<file path="config.mk">
export PLATFORM = sky130hd
export DESIGN_NAME = instr_prefetch_queue
export DESIGN_NICKNAME = d
export VERILOG_FILES = /design/src/rtl/instr_prefetch_queue.sv
export SDC_FILE = /design/constraint.sdc
export NUM_CORES = 1
export LEC_CHECK = 0
export BUFFER_PORTS_ARGS = -buffer_cell sky130_fd_sc_hd__buf_2
export CAP_MARGIN = 25
export CORE_MARGIN = 3
export CORE_UTILIZATION = 35
export CTS_BUF_LIST = sky130_fd_sc_hd__clkbuf_16
export DETAILED_ROUTE_END_ITERATION = 10
export PLACE_DENSITY = 0.58
export SETUP_SLACK_MARGIN = 0.02
export SYNTH_ARGS = -nofsm -noshare
export SYNTH_HDL_FRONTEND = slang
export SYNTH_SLANG_ARGS = --single-unit
</file>
<file path="constraint.sdc">
create_clock -name clk -period 2.1 [get_ports clk]
set_input_delay 0.525 -clock clk [delete_from_list [all_inputs] [get_ports clk]]
set_output_delay 0.525 -clock clk [all_outputs]
set_load 0.005 [all_outputs]
</file>
<file path="src/rtl/instr_prefetch_queue.sv">
// rtl/instr_prefetch_queue.sv - instruction prefetch queue with redirect flush
// Optional HLT-opcode fetch stop: define PREFETCH_HALT_DETECT_EN.
module instr_prefetch_queue #(
   parameter int          DEPTH    = 4,
   parameter int          ADDR_W   = 8,
   parameter int          INSTR_W  = 16,
   parameter int unsigned RESET_PC = 0
) (
   input  logic                     clk,
   input  logic                     rst,
   output logic [ADDR_W-1:0]        imem_addr,
   output logic                     imem_req,
   input  logic [INSTR_W-1:0]       imem_data,
   output logic                     deq_valid,
   output logic [INSTR_W-1:0]       deq_instr,
   output logic [ADDR_W-1:0]        deq_pc,
   input  logic                     deq_ready,
   input  logic                     redirect,
   input  logic [ADDR_W-1:0]        redirect_pc,
   output logic [$clog2(DEPTH):0]   count
);
   localparam int PTR_W = $clog2(DEPTH);
   localparam int CNT_W = PTR_W + 1;

   logic [ADDR_W-1:0]  fetch_pc_q, fetch_pc_d;
   logic [CNT_W-1:0]   count_q, count_d;
   logic [PTR_W-1:0]   rd_ptr_q, rd_ptr_d;
   logic [PTR_W-1:0]   wr_ptr_q, wr_ptr_d;
   logic               inflight_q, inflight_d;
   logic [ADDR_W-1:0]  inflight_pc_q, inflight_pc_d;
   logic               halted_q, halted_d;

   logic [ADDR_W-1:0]  pc_mem_q    [DEPTH];
   logic [INSTR_W-1:0] instr_mem_q [DEPTH];

   logic [CNT_W-1:0]   occupancy;
   logic               issue;
   logic               enq;
   logic               deq;
   logic               halt_hit;

   // Slots are reserved at issue time, so a returning response never finds the queue full.
   always_comb begin
      occupancy = count_q + CNT_W'(inflight_q);
      issue     = rst && !redirect && !halted_q && (occupancy < CNT_W'(DEPTH));
      enq       = inflight_q && !redirect;
      deq       = (count_q != '0) && deq_ready && !redirect;
`ifdef PREFETCH_HALT_DETECT_EN
      halt_hit  = enq && (imem_data[INSTR_W-1 -: 4] == 4'hF);
`else
      halt_hit  = 1'b0;
`endif
   end

   always_comb begin
      fetch_pc_d    = fetch_pc_q;
      count_d       = count_q;
      rd_ptr_d      = rd_ptr_q;
      wr_ptr_d      = wr_ptr_q;
      inflight_d    = issue;
      inflight_pc_d = inflight_pc_q;
      halted_d      = halted_q;
      if (redirect) begin
         fetch_pc_d = redirect_pc;
         count_d    = '0;
         rd_ptr_d   = '0;
         wr_ptr_d   = '0;
         inflight_d = 1'b0;
         halted_d   = 1'b0;
      end else begin
         if (issue) begin
            fetch_pc_d    = fetch_pc_q + ADDR_W'(1);
            inflight_pc_d = fetch_pc_q;
         end
         if (enq) begin
            wr_ptr_d = wr_ptr_q + PTR_W'(1);
         end
         if (deq) begin
            rd_ptr_d = rd_ptr_q + PTR_W'(1);
         end
         if (enq && !deq) begin
            count_d = count_q + CNT_W'(1);
         end else if (!enq && deq) begin
            count_d = count_q - CNT_W'(1);
         end
         if (halt_hit) begin
            halted_d = 1'b1;
         end
      end
   end

   always_ff @(posedge clk) begin
      if (!rst) begin
         fetch_pc_q    <= ADDR_W'(RESET_PC);
         count_q       <= '0;
         rd_ptr_q      <= '0;
         wr_ptr_q      <= '0;
         inflight_q    <= 1'b0;
         inflight_pc_q <= ADDR_W'(RESET_PC);
         halted_q      <= 1'b0;
      end else begin
         fetch_pc_q    <= fetch_pc_d;
         count_q       <= count_d;
         rd_ptr_q      <= rd_ptr_d;
         wr_ptr_q      <= wr_ptr_d;
         inflight_q    <= inflight_d;
         inflight_pc_q <= inflight_pc_d;
         halted_q      <= halted_d;
      end
   end

   always_ff @(posedge clk) begin
      if (rst && enq) begin
         pc_mem_q[wr_ptr_q]    <= inflight_pc_q;
         instr_mem_q[wr_ptr_q] <= imem_data;
      end
   end

   assign imem_addr = fetch_pc_q;
   assign imem_req  = issue;
   assign deq_valid = (count_q != '0);
   assign deq_pc    = pc_mem_q[rd_ptr_q];
   assign deq_instr = instr_mem_q[rd_ptr_q];
   assign count     = count_q;
endmodule

</file>
Word-level counts from Yosys, hierarchy flattened
Memories as Yosys holds them, arrays and structs flattened. A register that Yosys moved wholly into a read port is not among the register bits.
Index checks and enable logic that the tools add are counted.
- flip-flop bits (word level): 24
- bits in latches: 0
- bits in writable memories: 96
- memory bits (read-only): 0
- input port bits: 28
- output and inout bits: 37
- word-level logic and storage cells: 43
- memories kept: 2
- add/sub/neg operators: 6
- multiply operators: 0
- divide/modulo/power cells: 0
- magnitude comparators: 1
- equal/unequal tests: 0
- shift-type cells: 0
- multiplexer cells: 10
- bitwise logic cells: 2
- reductions and logical operators: 16
- memories (memory ; words ; bits a word ; rd ports ; clocked after memory_dff ; write ports ; RTL line ; RTL):
    instr_mem_q ; 4 ; 16 ; 1 ; 1 ; 1 ; 34 ; logic [INSTR_W-1:0] instr_mem_q [DEPTH];
    pc_mem_q ; 4 ; 8 ; 1 ; 1 ; 1 ; 33 ; logic [ADDR_W-1:0] pc_mem_q [DEPTH];
- operators with widths (cell ; number):
    8-bit two-way mux ; 2
    8-bit by 1-bit adder with 8-bit output, second input constant ; 1
    1-bit logical AND ; 8
    2-bit two-way mux ; 4
    3-bit two-way mux ; 2
    2-bit by 1-bit adder with 2-bit output, second input constant ; 2
    2-bit nonzero test ; 2
    3-bit by 1-bit adder with 3-bit output ; 1
    3-bit by 1-bit adder with 3-bit output, second input constant ; 1
    1-bit logical NOT ; 3
    3-bit less-than comparator, second input constant ; 1
    3-bit nonzero test ; 1
    3-bit by 1-bit subtractor with 3-bit output, second input constant ; 1
    1-bit two-way mux ; 2
    1-bit inverter ; 2
    2-bit AND reduction ; 1
    2-bit OR reduction ; 1

Logic depth before layout (Yosys ltp)
Gate-level depths: netlist of the first run.
- depth in word-level cells: 6
- mapped depth: 9
- mapped depth without buffers: 8

Worst setup path after synthesis of the first run
OpenSTA, ideal clock, no wires.
- path type: register to register
- start point: register count_q[2], in the netlist count[2]
- end point: register count_q[2], in the netlist count[2]
- library setup time: 70 ps
- arrival time: 2096 ps
- setup slack: -66 ps
- cell stages (with the launch flop): 9
- cell sequence: dfxtp_1 or3_1 nand3_1 ha_1 inv_1 fa_1 xor2_1 or3_1 a21oi_1
- longest elaborated chain between the ends: 6
- elaborated cells between the ends (all ways): 11
- classes of those cells: add/sub (2); mux (2); reduce/logical (7)
- RTL lines (item ; RTL line ; RTL):
    start: declaration ; 26 ; logic [CNT_W-1:0] count_q, count_d;
    start signal: assignment ; 103 ; count_q <= count_d;
    3-bit nonzero test (*) ; -- ;
    named net deq_valid ; 14 ; output logic deq_valid,
    1-bit logical AND (*) (2 in a row) ; 47 ; deq = (count_q != '0) && deq_ready && !redirect;
    1-bit logical NOT ; 81 ; if (enq && !deq) begin
    1-bit logical AND ; 81 ;
    3-bit two-way mux / 2-bit nonzero test (equally long branches) ; -- ;
Mark *: on every way through the listed nets, which the timed path passes. The rest lies on a longest branch. The select of a mux whose other input is x is not followed.
A chain may end at the register's enable or synchronous reset.

==> reports/results.ini, run 1 <==
[outcome]
status = complete, but fails checks
violations = setup timing

[placed_design]
place.detailed.hpwl_um = 5410
place_ws_ps = -56.1
place_congestion = 0.774
port_buffers = 64

[routing]
dr.pass1.iters = 4
via_per_inst = 4.79
initialDrtViolationCount = 162
wl_per_cell_um = 16.7
ant_nets = 0
wl_um = 9000
vias = 2586
drc = 0

[power]
p_leak_nw = 2.17
ir_worst_vdd_v = 0.000538
p_per_area_nw_per_um2 = 893
total_power_mw = 5.39

[global_routing]
grt_pass1_vias = 2731
grt_max_degree = 25
grtUsageTotal_pct = 13.1
antenna_found_initial = 0
grt_overflow = 0
grt_pass1_wl_um = 14300

[worst_setup_path]
start_kind = register
worst_setup_path_end_kind = output port
cp.required_ps = 1570
criticalPathCategory = register to output port
crit_fanout = 6
arrival_ps = 1660

[yosys]
yosysWarnings = 0
synth_top_cell_by_area = edfxtp_1
synth_cells = 267
syn_area_per_cell_um2 = 17.7
synth_nets = 302
ys_seq_area_share_pct = 72.0
synth_top_area_share_pct = 61.0
synth_area_um2 = 4730
synth_area_leaders = edfxtp_1 61%, mux4_2 11%, dfxtp_1 11%
synth_seq_cells = 122
synth_cell_types = 38

[floorplan]
die_x_um = 122
start_util_pct = 36.6
core_um2 = 12900
die_area_um2 = 14900
num_rows = 41
io_pins = 65
die_h_um = 122

[clock_tree]
htree_levels = 4
hold_buffers = 0
insertion_delay_ps = 410
clock-root-buffer = clkbuf_16
post_cts_buffers = 0
cts_buffers = 17
clock_path_buffers = 2
cts_num_sinks = 122
cts.clk_slew.worst_paths_ps = 50
cts_tree = built

[sta]
worst_slack_ps = -86.3
maxSlewHeadroom_pct = 59.4
finalCritPeriodShare_pct = 104
hold_viol_final = 0
fin_skew_ps = 10.6
worst_slew_pin_slew_ps = 606
final.setup.tns_ps = -1600
fmaxAchievable_mhz = 457
slew_violations = 0
final.min_clock_period_ps = 2190
setup_violations = 24
rsz0062_at_grt = true

[layout]
final_util_pct = 46.7
drive_above_1_share_pct = 41.0
area_growth_pct = 27.9
fin_nets = 390
n_antenna_cell = 0
fill_cells = 1161

[job]
cap_violations = 0

[min_path]
min_path_type = input port to register

==> power breakdown <==
group	switching [mW]	internal, mW
combinational	0.105	0.102
clock	1.03	1.50
sequential	0.0277	2.63
total	1.16	4.23
==> synthesized netlist by cell type (all sizes together) <==
library cell / number
a211o: 1
a211oi: 2
a21boi: 9
a21oi: 2
a31oi: 3
a32oi: 1
and3: 5
and4: 1
buf: 7
clkbuf: 6
dfxtp: 26
edfxtp: 96
fa: 1
ha: 6
inv: 6
mux2i: 4
mux4: 24
nand2: 13
nand3: 7
nand3b: 1
nand4: 1
nor2: 9
nor2b: 1
nor3: 2
o2111ai: 1
o21ai: 16
o31ai: 1
or3: 4
or3b: 1
or4: 2
xnor2: 3
xor2: 5
==> per-layer routing <==
layer  global-route usage [%]  vias to the layer above  wire length (um)
li1                         -                     1232                 -
met1                     16.3                     1276              4010
met4                     5.25                        0               126
met3                     4.36                       12               430
met5                        0                        -                 0
met2                     21.1                       66              4440
==> kinds of logic (layout without fill, tap and decap cells) <==
kind of cell | after synthesis | count (layout) | synth area share (%)
xor+xnor | 8 | 8 | 1.64
compound gates | 36 | 36 | 4.77
buf+inv | 19 | 120 | 1.80
fa+ha+maj | 7 | 7 | 2.01
mux | 28 | 28 | 12.5
simple gates | 47 | 47 | 5.22
flops | 122 | 122 | 72.0
==> stage by stage <==
step / instance area, um2 / hold slack, ps / instances
2_1_floorplan: 4740 / 454 / 267
3_3_place_gp: 5410 / 479 / 506
5_1_grt: 6040 / 322 / 540
4_1_cts: 5990 / 320 / 539
3_5_place_dp: 5410 / 494 / 506
6_report: 6040 / 328 / 540
==> placed cells by master (no fill, tap or decap), types with 5 or more instances in the layout <==
cell and count:
a21boi_0 9, and3_1 5, buf_12 6, buf_2 62
buf_4 9, clkbuf_16 18, clkinv_4 6, dfxtp_1 23
edfxtp_1 96, ha_1 5, inv_1 6, mux4_2 24
nand2_1 13, nand3_1 5, nor2_1 9, o21ai_0 16
xor2_1 5
==> state kept, by name, summed over array words and instances (netlist names), named ones only <==
name	cells
rd_ptr_q	2
inflight_q	1
wr_ptr_q	2
instr_mem_q	64
inflight_pc_q	8
pc_mem_q	32
imem_addr	8
count	3
==> final timing paths <==
path	from	endpoint	slack, ps	cells after the start
hold reg to reg	imem_addr[7]$_SDFFE_PN0P_	inflight_pc_q[7]$_SDFFE_PN0P_	490	2
setup / recovery	register	deq_pc[1]	-90	3
setup reg to reg	count[0]$_SDFFE_PP0P_	count[2]$_SDFFE_PP0P_	10	8
hold / removal	imem_data[4]	instr_mem_q[1][4]$_DFFE_PP_	330	1
==> area by class of cell <==
| class | instances | area (um2) | area share [%] |
|---|---|---|---|
| clock inverter | 15 | 106 | 1.76 |
| clock buffer | 17 | 425 | 7.04 |
| sequential | 122 | 3410 | 56.4 |
| multi-input combinational | 126 | 1280 | 21.2 |
| inverter | 6 | 22.5 | 0.373 |
| timing repair buffer | 82 | 584 | 9.67 |
| tap | 172 | 215 | 3.56 |
==> critical path, stage by stage (launching register included) <==
cell,delay [ps]
dfxtp_4,420
clkbuf_16,180
mux4_2,510
buf_2,150
==> what timing repair did <==
action                     4_1_cts  5_1_grt
setup endpoints to repair       26       26
gates resized for setup          6        5
cloned                           1        1
pin swaps                        2        5
Power figures use the tool's default switching activity.
==> run 2: changes to the inputs <==
ABC_AREA = 1   (was default)
CORE_UTILIZATION = 30   (was 35)
PLACE_DENSITY = 0.52   (was 0.58)
==> reports/results.ini, run 2 <==
[yosys]
synth_common_cells = 96 x edfxtp_1, 62 x nor2_1, 59 x o21ai_0, 45 x nand2_1
synth_nets = 450  ; +49%
synth_cells = 415  ; +55%
ys_seq_area_share_pct = 70.5  ; -1.5 points
synth.most_common_cell = edfxtp_1
synth_seq_cells = 122  ; unchanged
synth_edf_count = 96  ; unchanged
synth_area_um2 = 4830  ; +2.2%
synth_cell_types = 25  ; -34%
synth_top_area_share_pct = 59.7  ; -1.3 points
synth_top_cell_by_area = edfxtp_1
async_flop_share_pct = 0  ; unchanged
synth_area_leaders = edfxtp_1 60%, dfxtp_1 11%, o21ai_0 6.1%
yosysWarnings = 0  ; unchanged
ys.flop_type = edfxtp_1
syn_area_per_cell_um2 = 11.6  ; -34%

[routing]
wl_per_cell_um = 15.4  ; -7.4%
vias = 3347  ; +29%
dr.pass1.iters = 4  ; unchanged
wl_um = 11200  ; +24%
drc = 0  ; unchanged
initialDrtViolationCount = 265  ; +64%
via_per_inst = 4.62  ; -3.5%
ant_nets = 0  ; unchanged

[placed_design]
placedInstanceArea_um2 = 5520  ; +2.0%
place_ws_ps = 44.3  ; +100 ps
place_congestion = 0.797  ; +3.0%
port_buffers = 64  ; unchanged
place.detailed.hpwl_um = 6930  ; +28%

[worst_setup_path]
worst_setup_path_end_kind = output port
cp_slowest_cell = dfxtp_4
r2r-start = inflight_q$_SDFF_PP0_
arrival_ps = 1490  ; -170 ps
criticalPathCategory = register to output port
cp.required_ps = 1570  ; about the same
crit_chain = inv_6, buf_12, o21ai_0, o22ai_1, buf_2
crit_family = buffers and inverters
crit_fanout = 24  ; +18
start_kind = register
crit_buf_inv = 3  ; +1
slowest_delay_ps = 370  ; -140 ps

[sta]
hold_viol_final = 0  ; unchanged
worst_slack_ps = 89.4  ; +176 ps
final.min_clock_period_ps = 2010  ; -176 ps
worst_slew_pin_slew_ps = 324  ; -283 ps
fin_skew_ps = 8.72  ; -1.92 ps
rsz0062_at_grt = true
maxSlewHeadroom_pct = 78.4  ; +19 points
fmaxAchievable_mhz = 497  ; +8.7%
setup_violations = 0  ; -100%
slew_violations = 0  ; unchanged
finalCritPeriodShare_pct = 95.7  ; -8.4 points
final.setup.tns_ps = 0  ; +1600 ps

[clock_tree]
clock_path_buffers = 2  ; unchanged
hold_buffers = 0  ; unchanged
cts_num_sinks = 122  ; unchanged
cts_tree = built
cts.clk_slew.worst_paths_ps = 50  ; about the same
cts_buffers = 17  ; unchanged
htree_levels = 4  ; unchanged
clock-root-buffer = clkbuf_16
insertion_delay_ps = 410  ; about the same

[global_routing]
grtUsageTotal_pct = 13.2  ; +0.13 points
grt_pass1_vias = 3435  ; +26%
grt_max_degree = 25  ; unchanged
antenna_found_initial = 0  ; unchanged
grt_pass1_wl_um = 18200  ; +27%
grt_overflow = 0  ; unchanged

[layout]
mostFrequentLayoutCells = 96 x edfxtp_1, 64 x buf_2, 57 x nor2_1
n_antenna_cell = 0  ; unchanged
largest_register_ffs = 64  ; unchanged
final_cell_area_um2 = 6220  ; +3.0%
largestRegisters = instr_mem_q x64, pc_mem_q x32
layout_commonest_cell = edfxtp_1
fin_nets = 537  ; +38%
top_register = instr_mem_q
area_growth_pct = 28.9
drive_above_1_share_pct = 25.1  ; -16 points

[job]
cap_violations = 0  ; unchanged

[power]
p_leak_nw = 2.32  ; +7.2%
p_per_area_nw_per_um2 = 890  ; -0.24%
total_power_mw = 5.54  ; +2.7%
ir_worst_vdd_v = 0.000565  ; +5.0%

[min_path]
min_path_type = input port to register
min_from = imem_data[2]

[floorplan]
die_x_um = 133  ; +8.7%
die_area_um2 = 17700  ; +18%
io_pins = 65  ; unchanged
num_rows = 45  ; +9.8%
die_h_um = 133  ; +8.7%
start_util_pct = 31.2  ; -5.4 points
core_um2 = 15500  ; +20%

[outcome]
status = completed

run 2: path summary, 6_finish.rpt:
kind / endpoint / slack [ps] / depth (start not counted)
hold / removal: instr_mem_q[3][2]$_DFFE_PP_ / 340 / 1
hold reg to reg: rd_ptr_q[1]$_SDFFE_PP0P_ / 470 / 2
setup reg to reg: count[2]$_SDFFE_PP0P_ / 260 / 9
setup / recovery: deq_instr[8] / 90 / 5
run 2: cells by family (layout without fill, tap and decap cells):
kind of cell	after synthesis	after routing	synth area share [%]
flip-flops	122	122	70.5
XOR/XNOR	2	2	0.363
AO/OA/AOI/OAI	106	106	11.8
AND/OR/NAND/NOR	129	129	11.1
buffers and inverters	48	146	4.09
multiplexers	1	1	0.233
adder cells (fa/ha/maj)	7	7	1.97
run 2: metrics by stage:
stage | cells | utilization [%] | hold slack (ps)
6_report | 724 | 40.2 | 342
5_1_grt | 724 | 40.2 | 325
4_1_cts | 722 | 39.7 | 324
3_5_place_dp | 690 | 35.7 | 461
3_3_place_gp | 690 | 35.7 | 455
2_1_floorplan | 415 | - | 433
run 2: area by class of cell:
type | instances | area, um2
clock inverter | 13 | 115
multi-input combinational | 245 | 1250
tap | 211 | 264
inverter | 28 | 115
timing repair buffer | 88 | 644
sequential | 122 | 3410
clock buffer | 17 | 425
fill | 1470 | 9260
run 2: timing repair:
action | 4_1_cts | 5_1_grt
buffers inserted | 0 | 1
setup endpoints to repair | 8 | 21
endpoints found under the hold margin | 0 | 0
pin swaps | 1 | 4
gates resized for setup | 11 | 19
gates cloned | 2 | 1
run 2: report_power, final:
group | switching (mW) | leakage (nW) | internal [mW]
sequential | 0.0350 | 1.08 | 2.63
combinational | 0.127 | 0.970 | 0.0918
clock | 0.956 | 0.267 | 1.70
run 2: metal layers:
layer | track usage (%) | routed length (um)
met4 | 3.64 | 77
met2 | 20.4 | 5150
met1 | 17.7 | 5300
met5 | 0 | 0
met3 | 4.68 | 644
